`src/rtl/mig_write_ctrl_if.sv`:
```
// Handshake bundle between the write engine, the pixel FIFO/requester
// and the MIG UI. master = write engine side, slave = environment side.
interface mig_write_ctrl_if #(
   parameter int unsigned ADDR_WIDTH = 29,
   parameter int unsigned DATA_WIDTH = 128
);
   logic                      init_calib_complete;
   logic                      mem_wr_req;
   logic [ADDR_WIDTH-1:0]     mem_wr_addr;
   logic                      mem_wr_ack;
   logic                      mem_wdata_rd_en;
   logic [DATA_WIDTH-1:0]     mem_wdf_data;
   logic                      fifo_empty;
   logic [ADDR_WIDTH-1:0]     app_addr;
   logic [2:0]                app_cmd;
   logic                      app_en;
   logic                      app_rdy;
   logic [DATA_WIDTH-1:0]     app_wdf_data;
   logic [DATA_WIDTH/8-1:0]   app_wdf_mask;
   logic                      app_wdf_wren;
   logic                      app_wdf_end;
   logic                      app_wdf_rdy;
   logic                      busy;
   logic [31:0]               wr_count;

   modport master (
      input  init_calib_complete, mem_wr_req, mem_wr_addr,
      input  mem_wdf_data, fifo_empty, app_rdy, app_wdf_rdy,
      output mem_wr_ack, mem_wdata_rd_en, app_addr, app_cmd,
      output app_en, app_wdf_data, app_wdf_mask, app_wdf_wren,
      output app_wdf_end, busy, wr_count
   );

   modport slave (
      output init_calib_complete, mem_wr_req, mem_wr_addr,
      output mem_wdf_data, fifo_empty, app_rdy, app_wdf_rdy,
      input  mem_wr_ack, mem_wdata_rd_en, app_addr, app_cmd,
      input  app_en, app_wdf_data, app_wdf_mask, app_wdf_wren,
      input  app_wdf_end, busy, wr_count
   );
endinterface

```
`src/rtl/mig_write_ctrl.sv`:
```
// Single-burst MIG UI write engine: pops one FIFO word, issues one BL8
// write (cmd + one data beat), acks once both channels are accepted.
// Ports: clk, reset_n (async, active low), bus (mig_write_ctrl_if.master).
module mig_write_ctrl #(
   parameter int unsigned ADDR_WIDTH = 29,
   parameter int unsigned DATA_WIDTH = 128,
   parameter logic [2:0]  CMD_WRITE  = 3'b000
) (
   input  logic             clk,
   input  logic             reset_n,
   mig_write_ctrl_if.master bus
);
   localparam int unsigned MASK_WIDTH = DATA_WIDTH / 8;

   typedef enum logic [2:0] {
      S_IDLE,
      S_FETCH,
      S_LOAD,
      S_ISSUE,
      S_ACK
   } state_t;

   state_t                state_q, state_d;
   logic [ADDR_WIDTH-1:0] addr_q, addr_d;
   logic [DATA_WIDTH-1:0] data_q, data_d;
   logic [MASK_WIDTH-1:0] mask_q, mask_d;
   logic [31:0]           cnt_q, cnt_d;
   logic                  empty_q, empty_d;
   logic                  rd_en_q, rd_en_d;
   logic                  en_q, en_d;
   logic                  wren_q, wren_d;
   logic                  cmd_done_q, cmd_done_d;
   logic                  dat_done_q, dat_done_d;
   logic                  ack_q, ack_d;
   logic                  busy_q, busy_d;
   logic                  cmd_acc, dat_acc;

   assign cmd_acc = en_q & bus.app_rdy;
   assign dat_acc = wren_q & bus.app_wdf_rdy;

   always_ff @(posedge clk or negedge reset_n) begin
      if (!reset_n) begin
         state_q    <= S_IDLE;
         addr_q     <= '0;
         data_q     <= '0;
         mask_q     <= '0;
         cnt_q      <= '0;
         empty_q    <= 1'b0;
         rd_en_q    <= 1'b0;
         en_q       <= 1'b0;
         wren_q     <= 1'b0;
         cmd_done_q <= 1'b0;
         dat_done_q <= 1'b0;
         ack_q      <= 1'b0;
         busy_q     <= 1'b0;
      end else begin
         state_q    <= state_d;
         addr_q     <= addr_d;
         data_q     <= data_d;
         mask_q     <= mask_d;
         cnt_q      <= cnt_d;
         empty_q    <= empty_d;
         rd_en_q    <= rd_en_d;
         en_q       <= en_d;
         wren_q     <= wren_d;
         cmd_done_q <= cmd_done_d;
         dat_done_q <= dat_done_d;
         ack_q      <= ack_d;
         busy_q     <= busy_d;
      end
   end

   always_comb begin
      state_d    = state_q;
      addr_d     = addr_q;
      data_d     = data_q;
      mask_d     = mask_q;
      cnt_d      = cnt_q;
      empty_d    = empty_q;
      rd_en_d    = 1'b0;
      en_d       = en_q;
      wren_d     = wren_q;
      cmd_done_d = cmd_done_q;
      dat_done_d = dat_done_q;
      ack_d      = 1'b0;

      unique case (state_q)
         S_IDLE: begin
            if (bus.mem_wr_req && bus.init_calib_complete) begin
               addr_d  = bus.mem_wr_addr;
               empty_d = bus.fifo_empty;
               // rd_en is registered, so it lands in the FETCH cycle
               rd_en_d = ~bus.fifo_empty;
               state_d = S_FETCH;
            end
         end
         S_FETCH: begin
            state_d = S_LOAD;
         end
         S_LOAD: begin
            if (empty_q) begin
               // flush with no data: fully masked, writes nothing
               data_d = '0;
               mask_d = '1;
            end else begin
               data_d = bus.mem_wdf_data;
               mask_d = '0;
            end
            en_d    = 1'b1;
            wren_d  = 1'b1;
            state_d = S_ISSUE;
         end
         S_ISSUE: begin
            if (cmd_acc) en_d = 1'b0;
            if (dat_acc) wren_d = 1'b0;
            cmd_done_d = cmd_done_q | cmd_acc;
            dat_done_d = dat_done_q | dat_acc;
            if (cmd_done_d && dat_done_d) begin
               cmd_done_d = 1'b0;
               dat_done_d = 1'b0;
               ack_d      = 1'b1;
               cnt_d      = cnt_q + 32'd1;
               state_d    = S_ACK;
            end
         end
         S_ACK: begin
            // requester still holds req here; it is not a new request
            state_d = S_IDLE;
         end
         default: begin
            state_d = S_IDLE;
         end
      endcase

      busy_d = (state_d != S_IDLE);
   end

   assign bus.mem_wr_ack      = ack_q;
   assign bus.mem_wdata_rd_en = rd_en_q;
   assign bus.app_addr        = addr_q;
   assign bus.app_cmd         = CMD_WRITE;
   assign bus.app_en          = en_q;
   assign bus.app_wdf_data    = data_q;
   assign bus.app_wdf_mask    = mask_q;
   assign bus.app_wdf_wren    = wren_q;
   assign bus.app_wdf_end     = wren_q;
   assign bus.busy            = busy_q;
   assign bus.wr_count        = cnt_q;
endmodule
```
`src/flat_wrapper.sv`:
```
// flat-port wrapper written by rule: the top's interface ports become plain ports
module mig_write_ctrl_flat 
#(
   parameter int unsigned ADDR_WIDTH = 29,
   parameter int unsigned DATA_WIDTH = 128,
   parameter logic [2:0]  CMD_WRITE  = 3'b000
)
  (clk, reset_n, bus_init_calib_complete, bus_mem_wr_req, bus_mem_wr_addr, bus_mem_wdf_data, bus_fifo_empty, bus_app_rdy, bus_app_wdf_rdy, bus_mem_wr_ack, bus_mem_wdata_rd_en, bus_app_addr, bus_app_cmd, bus_app_en, bus_app_wdf_data, bus_app_wdf_mask, bus_app_wdf_wren, bus_app_wdf_end, bus_busy, bus_wr_count);
  mig_write_ctrl_if #(.ADDR_WIDTH(ADDR_WIDTH), .DATA_WIDTH(DATA_WIDTH)) bus_i ();
  input  logic clk;
  input  logic reset_n;
  input wire logic [$bits(bus_i.init_calib_complete)-1:0] bus_init_calib_complete;
  input wire logic [$bits(bus_i.mem_wr_req)-1:0] bus_mem_wr_req;
  input wire logic [$bits(bus_i.mem_wr_addr)-1:0] bus_mem_wr_addr;
  input wire logic [$bits(bus_i.mem_wdf_data)-1:0] bus_mem_wdf_data;
  input wire logic [$bits(bus_i.fifo_empty)-1:0] bus_fifo_empty;
  input wire logic [$bits(bus_i.app_rdy)-1:0] bus_app_rdy;
  input wire logic [$bits(bus_i.app_wdf_rdy)-1:0] bus_app_wdf_rdy;
  output wire logic [$bits(bus_i.mem_wr_ack)-1:0] bus_mem_wr_ack;
  output wire logic [$bits(bus_i.mem_wdata_rd_en)-1:0] bus_mem_wdata_rd_en;
  output wire logic [$bits(bus_i.app_addr)-1:0] bus_app_addr;
  output wire logic [$bits(bus_i.app_cmd)-1:0] bus_app_cmd;
  output wire logic [$bits(bus_i.app_en)-1:0] bus_app_en;
  output wire logic [$bits(bus_i.app_wdf_data)-1:0] bus_app_wdf_data;
  output wire logic [$bits(bus_i.app_wdf_mask)-1:0] bus_app_wdf_mask;
  output wire logic [$bits(bus_i.app_wdf_wren)-1:0] bus_app_wdf_wren;
  output wire logic [$bits(bus_i.app_wdf_end)-1:0] bus_app_wdf_end;
  output wire logic [$bits(bus_i.busy)-1:0] bus_busy;
  output wire logic [$bits(bus_i.wr_count)-1:0] bus_wr_count;
  assign bus_i.init_calib_complete = bus_init_calib_complete;
  assign bus_i.mem_wr_req = bus_mem_wr_req;
  assign bus_i.mem_wr_addr = bus_mem_wr_addr;
  assign bus_i.mem_wdf_data = bus_mem_wdf_data;
  assign bus_i.fifo_empty = bus_fifo_empty;
  assign bus_i.app_rdy = bus_app_rdy;
  assign bus_i.app_wdf_rdy = bus_app_wdf_rdy;
  assign bus_mem_wr_ack = bus_i.mem_wr_ack;
  assign bus_mem_wdata_rd_en = bus_i.mem_wdata_rd_en;
  assign bus_app_addr = bus_i.app_addr;
  assign bus_app_cmd = bus_i.app_cmd;
  assign bus_app_en = bus_i.app_en;
  assign bus_app_wdf_data = bus_i.app_wdf_data;
  assign bus_app_wdf_mask = bus_i.app_wdf_mask;
  assign bus_app_wdf_wren = bus_i.app_wdf_wren;
  assign bus_app_wdf_end = bus_i.app_wdf_end;
  assign bus_busy = bus_i.busy;
  assign bus_wr_count = bus_i.wr_count;
  mig_write_ctrl #(.ADDR_WIDTH(ADDR_WIDTH), .DATA_WIDTH(DATA_WIDTH), .CMD_WRITE(CMD_WRITE)) u_core (.clk(clk), .reset_n(reset_n), .bus(bus_i));
endmodule
```
`config.mk`:
```
export PLATFORM = sky130hd
export DESIGN_NAME = mig_write_ctrl_flat
export DESIGN_NICKNAME = d
export VERILOG_FILES = /design/src/rtl/mig_write_ctrl_if.sv /design/src/rtl/mig_write_ctrl.sv /design/src/flat_wrapper.sv
export SDC_FILE = /design/constraint.sdc
export NUM_CORES = 1
export LEC_CHECK = 0
export CELL_PAD_IN_SITES_DETAIL_PLACEMENT = 1
export CELL_PAD_IN_SITES_GLOBAL_PLACEMENT = 1
export CORE_MARGIN = 4
export CORE_UTILIZATION = 31
export CTS_CLUSTER_SIZE = 12
export DETAILED_ROUTE_END_ITERATION = 12
export PLACE_DENSITY_LB_ADDON = 0.1
export SLEW_MARGIN = 40
export SYNTH_ARGS = -nofsm -noshare
export SYNTH_HDL_FRONTEND = slang
export SYNTH_SLANG_ARGS = --single-unit
```
`constraint.sdc`:
```
create_clock -name clk -period 1.9 [get_ports clk]
set_clock_uncertainty 0.1 [all_clocks]
set_input_delay 0.38 -clock clk [delete_from_list [all_inputs] [get_ports clk]]
set_output_delay 0.38 -clock clk [all_outputs]
set_load 0.005 [all_outputs]
```
==> results of run 1 <==
what timing repair did:
| item | CTS | global route |
|---|---|---|
| hold endpoints to repair | 34 | 0 |
| hold buffers | 1 | 0 |
| buffers inserted | 31 | 9 |
| gates resized for setup | 94 | 75 |
| setup endpoints to repair | 96 | 91 |
| cloned | 0 | 0 |
| pin swaps | 0 | 2 |
how the worst max path moves through the flow:
stage	start	end	slack, ns	cells past startpoint
detailed placement	bus_app_rdy	u_core.bus.wr_count[28]	-0.21	6
finish	u_core.bus.app_wdf_data[55]	bus_app_wdf_data[55]	0.03	1
global placement	bus_app_wdf_rdy	u_core.bus.wr_count[23]	-0.16	6
floorplan	u_core.bus.wr_count[0]	u_core.bus.wr_count[8]	0.30	5
global route	u_core.state_q[2]	u_core.bus.wr_count[30]	-0.02	5
CTS	u_core.bus.app_wdf_data[100]	bus_app_wdf_data[100]	0.0004	1
area by class of cell:
class	count	area, um2	area share
diodes	4	10.0	0.000713
clock buffers	37	701	0.0499
clock inverters	7	114	0.00811
inverters	3	11.3	0.000802
multi-input cells	541	3180	0.226
flip-flops and latches	201	5040	0.359
well taps	372	465	0.0331
repair buffers	449	4520	0.322
sequential cells by signal, indices dropped and copies added, names as in the netlist:
signal	flops
u_core.bus.app_addr	29
u_core.bus.app_en	1
u_core.bus.app_wdf_data	128
u_core.bus.app_wdf_end	1
u_core.bus.app_wdf_mask	1
u_core.bus.busy	1
u_core.bus.mem_wdata_rd_en	1
u_core.bus.mem_wr_ack	1
u_core.bus.wr_count	32
u_core.cmd_done_q	1
u_core.dat_done_q	1
u_core.empty_q	1
u_core.state_q	3
stage by stage:
| step | TNS, ns | cell area, um2 |
|---|---|---|
| floorplan | 0 | 8580 |
| global placement | -4.34 | 12800 |
| detailed placement | -5.96 | 12800 |
| CTS | 0 | 13800 |
| global route | -0.0580 | 14000 |
| finish | 0 | 14000 |
cell usage in the layout (no fill, tap or decap), types with 2 or more instances in the layout:
cell type	synthesis	final
sky130_fd_sc_hd__dfrtp_1	201	192
sky130_fd_sc_hd__a31oi_1	3	3
sky130_fd_sc_hd__nand2_1	141	141
sky130_fd_sc_hd__clkdlybuf4s50_1	0	219
sky130_fd_sc_hd__dlygate4sd2_1	0	83
sky130_fd_sc_hd__nor2_1	7	6
sky130_fd_sc_hd__diode_2	0	4
sky130_fd_sc_hd__and2_1	4	4
sky130_fd_sc_hd__nor3_1	3	3
sky130_fd_sc_hd__a21oi_1	2	2
sky130_fd_sc_hd__conb_1	1	3
sky130_fd_sc_hd__dlymetal6s2s_1	0	71
sky130_fd_sc_hd__clkbuf_8	0	4
sky130_fd_sc_hd__bufinv_16	0	3
sky130_fd_sc_hd__nand2b_1	128	128
sky130_fd_sc_hd__nor3_2	2	2
sky130_fd_sc_hd__mux2_2	32	32
sky130_fd_sc_hd__nand3_2	1	2
sky130_fd_sc_hd__nand3_1	15	14
sky130_fd_sc_hd__nor4_1	2	2
sky130_fd_sc_hd__buf_6	1	2
sky130_fd_sc_hd__buf_12	0	10
sky130_fd_sc_hd__clkbuf_1	27	9
sky130_fd_sc_hd__buf_4	34	62
sky130_fd_sc_hd__o21ai_0	128	128
sky130_fd_sc_hd__xnor2_1	29	29
sky130_fd_sc_hd__nand4_1	18	18
sky130_fd_sc_hd__inv_1	3	3
sky130_fd_sc_hd__nor4_4	1	3
sky130_fd_sc_hd__clkbuf_16	0	25
sky130_fd_sc_hd__clkinv_2	0	3
sky130_fd_sc_hd__and3_1	5	5
sky130_fd_sc_hd__dfrtp_2	0	9
sky130_fd_sc_hd__xor2_1	2	2
cell families after synthesis:
| group | share of synthesized area |
|---|---|
| xor+xnor | 0.0317 |
| fa+ha+maj | 0.00146 |
| simple gates | 0.207 |
| compound gates | 0.0836 |
| flops | 0.587 |
| other cells | 0.000437 |
| mux | 0.0420 |
| buf+inv | 0.0471 |
power breakdown:
group	internal (mW)	switching, mW	total, mW
clock	2.94	1.81	4.75
combinational	4.62	3.90	8.52
sequential	5.97	0.848	6.82
total	13.5	6.56	20.1
layer usage:
metal,up-vias,routed length [um]
met2,247,13900
met5,-,52
met4,6,892
li1,3482,-
met1,3487,12100
met3,51,2090
==> parameters.txt, run 1 <==
Parameter                              Value

Outcome
  Run status    complete, no violations

Power and ir drop
  Peak ir drop on the vdd network    711 uV
  Leakage    7.17 nW
  Total power after layout    20.1 mW
  Power density of the placed cells    1430 mW/mm2

Worst setup path
  Data required time at the worst endpoint    1.42 ns
  Crit. End Element    output pin
  Crit path max-delay cell type    sky130_fd_sc_hd__clkdlybuf4s50_1
  Number of cell instances on the worst register-to-register path    4
  Maximum fanout along the worst path    2
  Launching point of the worst reg2reg path    u_core.state_q[2]
  R2r setup slk    0.09 ns
  Dominant delay contributor by cell family on the critical path    buffers and inverters
  Highest cell delay on the worst timing path    0.51 ns
  Critical Path, Cell by Cell    clkdlybuf4s50_1
  Buffer and inverter count on the worst path    1
  Startpoint Class    flip-flop
  Capture point of the worst reg-to-reg path    u_core.bus.wr_count[31]
  Data arrival at the endpoint of the critical path    1.39 ns
  Path type of the worst setup path    reg2out

Routing
  Wire length per cell    18.0 um
  Routed via count    7273
  Pre-Repair DR Iteration Count    4
  Post-route DRC    0
  Routed Wire Length    29000 um
  Mean number of vias per cell    4.51
  Iter 0 DRT Violations    380
  Count of antenna-violating nets left after detailed routing    0

Placed design
  Post-detailed-placement half-perimeter wirelength    20700 um
  Cell total after placement    1525
  IO buf count    374
  Final Wtd Congestion    0.771
  Worst slack at placement    -0.212 ns

Global routing
  Global route total overflow    0
  Initial antenna violation count    6
  Fraction of met3 tracks used by global routing    0.0555
  Wire length of the first global-routing pass    45100 um
  Global-route usage over all layers    0.185
  GRT met1 Usage    0.231
  Most congested layer reported by global routing    met2
  Pin count of the biggest net entering global routing    79
  Vias in the first global route    7652
  GRT met2 Usage    0.304

Timing
  Minimum setup slack in the final design    0.0321 ns
  Hold Fails Final Rpt    0
  Clock period minus final worst setup slack    1.87 ns
  Share of the cycle needed by the critical path after routing    0.983
  Unrepaired setup endpoints after global routing    true
  Final hold slack    0.277 ns
  Final setup violation count    0
  Final slew viol count    0
  Achievable clock frequency    535 MHz

Clocking
  Clock net sink count    201
  CTS tree    yes
  Clock latency on the worst-skew pair    0.51 ns
  Clock-pin slew reported for the worst setup and hold paths after clock tree synthesis    0.06 ns
  Clk buf depth    3
  H-Tree Depth    1
  Clock Root Buffer    sky130_fd_sc_hd__clkbuf_16
  Total clock buffers created by CTS    24

Synthesis
  Cell with the most instances after synthesis    sky130_fd_sc_hd__dfrtp_1
  Synth Flop Type    sky130_fd_sc_hd__dfrtp_1
  Synthesized area divided by synthesized cell count    10.6 um2
  Biggest area consumer among synthesized cells    sky130_fd_sc_hd__dfrtp_1
  Number of enable-type register cells in the synthesized netlist    0
  Top post-synthesis cells by count    sky130_fd_sc_hd__dfrtp_1 (201), sky130_fd_sc_hd__nand2_1 (141), sky130_fd_sc_hd__nand2b_1 (128), sky130_fd_sc_hd__o21ai_0 (128), sky130_fd_sc_hd__buf_4 (34)
  Synthesized instance count    810
  Count of different cell masters after synthesis    38
  Yosys reg bits    201
  Fraction of synthesized cell area taken by the top area cell type    0.587
  Warnings from Yosys    0
  Cell types occupying the most area after synthesis    sky130_fd_sc_hd__dfrtp_1 (59%), sky130_fd_sc_hd__nand2b_1 (9.3%), sky130_fd_sc_hd__o21ai_0 (7.5%)
  Cell area after synthesis    0.00857 mm2
  Seq/Total Area, Yosys    0.587
  Share of flip-flops with an asynchronous set or reset    1.00

Cells and area
  Fill cell count    3011
  Fraction of final layout cells with drive strength greater than 1    0.133
  Utilization after layout    0.518
  Signed area change from the synthesized netlist to the final layout    63.8%
  Cell Count, Final, Fillers Out    1614
  Total number of nets in the final design    1385

Flow run
  Number of maximum-capacitance violations    0

Floorplanning
  Count of boundary I/O pins    378
  Area of the placeable core    0.0271 mm2
  Area enclosed by the die boundary    0.0304 mm2
  Initial core utilization    0.316
  Row count    60
  Chip height    174 um
  Horizontal die dimension    174 um

Worst hold path
  Path type of the worst min-delay path    in2async
No activity file was read; power rests on OpenSTA's default activity.
==> run 2: changes to the inputs <==
--- a/config.mk
+++ b/config.mk
@@ -5,6 +5,7 @@
 export SDC_FILE = /design/constraint.sdc
 export NUM_CORES = 1
 export LEC_CHECK = 0
+export ABC_AREA = 1
 export CELL_PAD_IN_SITES_DETAIL_PLACEMENT = 1
 export CELL_PAD_IN_SITES_GLOBAL_PLACEMENT = 1
 export CORE_MARGIN = 4
==> run 2 against run 1 <==
The flow now finishes with violations (negative setup slack); combinational power down 25%; flip-flop and latch count unchanged; sequential share of layout area up 1.7 points; die area down 6.7%; clock-buffer cell count up 1; cell count down 8.9%; hold slack worse by 0.087 ns; clock power down 2%.
==> parameters.txt, run 2 <==
Parameter                              Value

Placed design
  Post-detailed-placement half-perimeter wirelength    21500 um
  Cell total after placement    1384
  Cell area reported after detailed placement    0.0122 mm2
  Final Wtd Congestion    0.758
  IO buf count    374

Synthesis
  Post-synthesis mux area share    0
  Synthesized-area fraction occupied by xor and xnor cells    0.0242
  Number of enable-type register cells in the synthesized netlist    0
  Cell types occupying the most area after synthesis    sky130_fd_sc_hd__dfrtp_1 (63%), sky130_fd_sc_hd__a22o_1 (14%), sky130_fd_sc_hd__nand2_1 (5.0%)
  Synthesized instance count    713
  Yosys reg bits    201
  Warnings from Yosys    0
  Synthesized area divided by synthesized cell count    11.2 um2
  Seq/Total Area, Yosys    0.631
  Adder-cell share of the synthesized area    0.00157
  Synthesized-area fraction occupied by and/or/nand/nor cells    0.103
  Dominant combinational cell family by area after synthesis    compound AO/OA/AOI/OAI gates
  Synth Flop Type    sky130_fd_sc_hd__dfrtp_1
  Fraction of synthesized cell area taken by the top area cell type    0.631
  Synthesized-area fraction occupied by ao, oa, aoi and oai cells    0.165
  Cell with the most instances after synthesis    sky130_fd_sc_hd__dfrtp_1
  Cell area after synthesis    0.00798 mm2
  Count of different cell masters after synthesis    24
  Top post-synthesis cells by count    sky130_fd_sc_hd__dfrtp_1 (201), sky130_fd_sc_hd__a22o_1 (128), sky130_fd_sc_hd__nand2_1 (106)
  Share of flip-flops with an asynchronous set or reset    1.00
  Biggest area consumer among synthesized cells    sky130_fd_sc_hd__dfrtp_1

Clocking
  CTS tree    yes
  Clock Root Buffer    sky130_fd_sc_hd__clkbuf_16
  Clock-pin slew reported for the worst setup and hold paths after clock tree synthesis    0.06 ns
  Total clock buffers created by CTS    24
  Clk buf depth    3
  Clock net sink count    201
  Clock latency on the worst-skew pair    0.50 ns
  H-Tree Depth    1

Worst setup path
  Crit. End Element    output pin
  Maximum fanout along the worst path    5
  Data required time at the worst endpoint    1.42 ns
  Crit path max-delay cell type    sky130_fd_sc_hd__dfrtp_2
  Startpoint Class    flip-flop
  Most Frequent Cell on Critical Path    sky130_fd_sc_hd__buf_4
  R2r setup slk    0.19 ns
  Data arrival at the endpoint of the critical path    1.45 ns
  Capture point of the worst reg-to-reg path    u_core.bus.wr_count[24]
  Dominant delay contributor by cell family on the critical path    buffers and inverters
  Highest cell delay on the worst timing path    0.40 ns
  Buffer and inverter count on the worst path    4
  Critical Path, Cell by Cell    buf_4, buf_6, buf_4, dlymetal6s2s_1
  Number of cell instances on the worst register-to-register path    10
  Launching point of the worst reg2reg path    u_core.bus.wr_count[0]
  Path type of the worst setup path    reg2out

Outcome
  Run status    finished, violations left
  Failing checks    negative setup slack

Cells and area
  Commonest cells after routing, fill and taps aside    sky130_fd_sc_hd__clkdlybuf4s50_1 (245), sky130_fd_sc_hd__dfrtp_1 (187), sky130_fd_sc_hd__a22o_1 (128), sky130_fd_sc_hd__nand2_1 (106)
  Fraction of final layout cells with drive strength greater than 1    0.116
  Utilization after layout    0.532
  Total number of nets in the final design    1285
  Signed area change from the synthesized netlist to the final layout    68.5%
  Commonest non-fill, non-tap cell in the layout    sky130_fd_sc_hd__clkdlybuf4s50_1
  Post-route cell area    0.0134 mm2
  Flip-flop count of the largest register, all copies and words added    128
  Cell Count, Final, Fillers Out    1470

Power and ir drop
  Power density of the placed cells    1270 mW/mm2
  Part of the total power dissipated in the clock network    0.272
  Part of the power in registers    0.355
  Total power after layout    17.1 mW
  Portion of total power attributed to combinational logic    0.373
  Leakage    7.36 nW
  Internal Dissipation    11.9 mW
  Share of total power consumed by net switching    0.304
  Switch Pwr    5.22 mW
  Peak ir drop on the vdd network    637 uV

Routing
  Wire length per cell    20.2 um
  Count of antenna-violating nets left after detailed routing    0
  Routed Wire Length    29700 um
  Post-route DRC    0
  Iter 0 DRT Violations    359
  Routed via count    6948
  Pre-Repair DR Iteration Count    4
  Mean number of vias per cell    4.73

Timing
  Accumulated negative setup slack    -0.0701 ns
  Hold Fails Final Rpt    0
  Final setup violation count    3
  Minimum setup slack in the final design    -0.0298 ns
  Unrepaired setup endpoints after global routing    true
  Achievable clock frequency    518 MHz
  Share of the cycle needed by the critical path after routing    1.02
  Final slew viol count    0
  Clock period minus final worst setup slack    1.93 ns

Flow run
  Number of maximum-capacitance violations    0

Global routing
  Wire length of the first global-routing pass    45300 um
  Vias in the first global route    7269
  Pin count of the biggest net entering global routing    68
  Initial antenna violation count    6
  Global-route usage over all layers    0.202
  Global route total overflow    0

Floorplanning
  Count of boundary I/O pins    378
  Row count    58
  Initial core utilization    0.316
  Area enclosed by the die boundary    0.0284 mm2
  Area of the placeable core    0.0253 mm2
  Horizontal die dimension    168 um
  Chip height    168 um

Worst hold path
  Path type of the worst min-delay path    in2async
run 2: power by group through the flow:
stage / clock (mW) / combinational (mW) / sequential [mW]
2_1_floorplan: 0 / 2.54 / 6.26
3_3_place_gp: 0 / 6.48 / 6.18
3_5_place_dp: 0 / 6.52 / 6.24
4_1_cts: 4.81 / 6.54 / 6.10
5_1_grt: 5.02 / 6.92 / 6.23
6_report: 4.66 / 6.39 / 6.08
run 2: cell families (layout without fill, tap and decap cells):
family,Yosys count,count (layout)
AND/OR/NAND/NOR,191,191
other,1,5
buffers and inverters,131,554
adder cells (fa/ha/maj),1,1
XOR/XNOR,22,22
flip-flops,201,201
AO/OA/AOI/OAI,166,166
run 2: worst reg2reg max path: stages, from the launching register on:
cell	delay, ns
sky130_fd_sc_hd__dfrtp_1	0.36
sky130_fd_sc_hd__buf_4	0.14
sky130_fd_sc_hd__ha_1	0.14
sky130_fd_sc_hd__inv_1	0.06
sky130_fd_sc_hd__nor2_2	0.17
sky130_fd_sc_hd__nand2_1	0.15
sky130_fd_sc_hd__nor2_4	0.15
sky130_fd_sc_hd__nand2_1	0.13
sky130_fd_sc_hd__nor2_2	0.12
sky130_fd_sc_hd__nand3_1	0.07
sky130_fd_sc_hd__nand2_1	0.06
run 2: how the worst max path moves through the flow:
stage / to / slack, ns / cells after the start / start
finish: bus_app_wdf_mask[9] / -0.03 / 4 / u_core.bus.app_wdf_mask[14]
global route: bus_app_wdf_mask[9] / -0.09 / 4 / u_core.bus.app_wdf_mask[14]
CTS: bus_app_wdf_mask[4] / -0.14 / 2 / u_core.bus.app_wdf_mask[14]
detailed placement: u_core.bus.wr_count[21] / -0.10 / 8 / bus_app_wdf_rdy
global placement: u_core.bus.wr_count[17] / -0.05 / 8 / bus_app_wdf_rdy
floorplan: u_core.bus.wr_count[24] / 0.37 / 9 / u_core.bus.wr_count[0]
run 2: area by class of cell:
cell class / instances / area [um2]
Fill cell: 2745 / 11800
Clock inverter: 6 / 55.1
Inverter: 75 / 282
Timing Repair Buffer: 435 / 4490
Antenna cell: 2 / 5.00
Clock buffer: 38 / 764
Multi-Input combinational cell: 383 / 2380
Sequential cell: 201 / 5050
Tap cell: 330 / 413
run 2: what timing repair did:
| action | in CTS | in global routing |
|---|---|---|
| endpoints found under the setup margin | 78 | 84 |
| buffers inserted | 30 | 9 |
| hold endpoints to repair | 201 | 0 |
| hold buffers | 1 | 0 |
| gates resized for setup | 67 | 84 |
run 2: through the flow:
| stage | hold slack, ns | setup slack [ns] |
|---|---|---|
| after floorplan | -0.0156 | 0.373 |
| after global placement | 0.138 | -0.0516 |
| after detailed placement | 0.137 | -0.101 |
| after CTS | 0.170 | -0.137 |
| after global routing | 0.184 | -0.0864 |
| final | 0.190 | -0.0298 |
run 2: metal layers:
metal | share of wire | up-vias | global-route usage
li1 | - | 3220 | -
met1 | 0.40 | 3464 | 0.249
met2 | 0.52 | 218 | 0.361
met3 | 0.068 | 38 | 0.0524
met4 | 0.014 | 8 | 0.0371
met5 | 0.0021 | - | 0
==> run 3: changes to the inputs <==
--- a/config.mk
+++ b/config.mk
@@ -6,6 +6,7 @@
 export NUM_CORES = 1
 export LEC_CHECK = 0
 export ABC_AREA = 1
+export CAP_MARGIN = 20
 export CELL_PAD_IN_SITES_DETAIL_PLACEMENT = 1
 export CELL_PAD_IN_SITES_GLOBAL_PLACEMENT = 1
 export CORE_MARGIN = 4
==> results of run 3 <==
Final layout, timing and power as in run 2 (identical DEF).
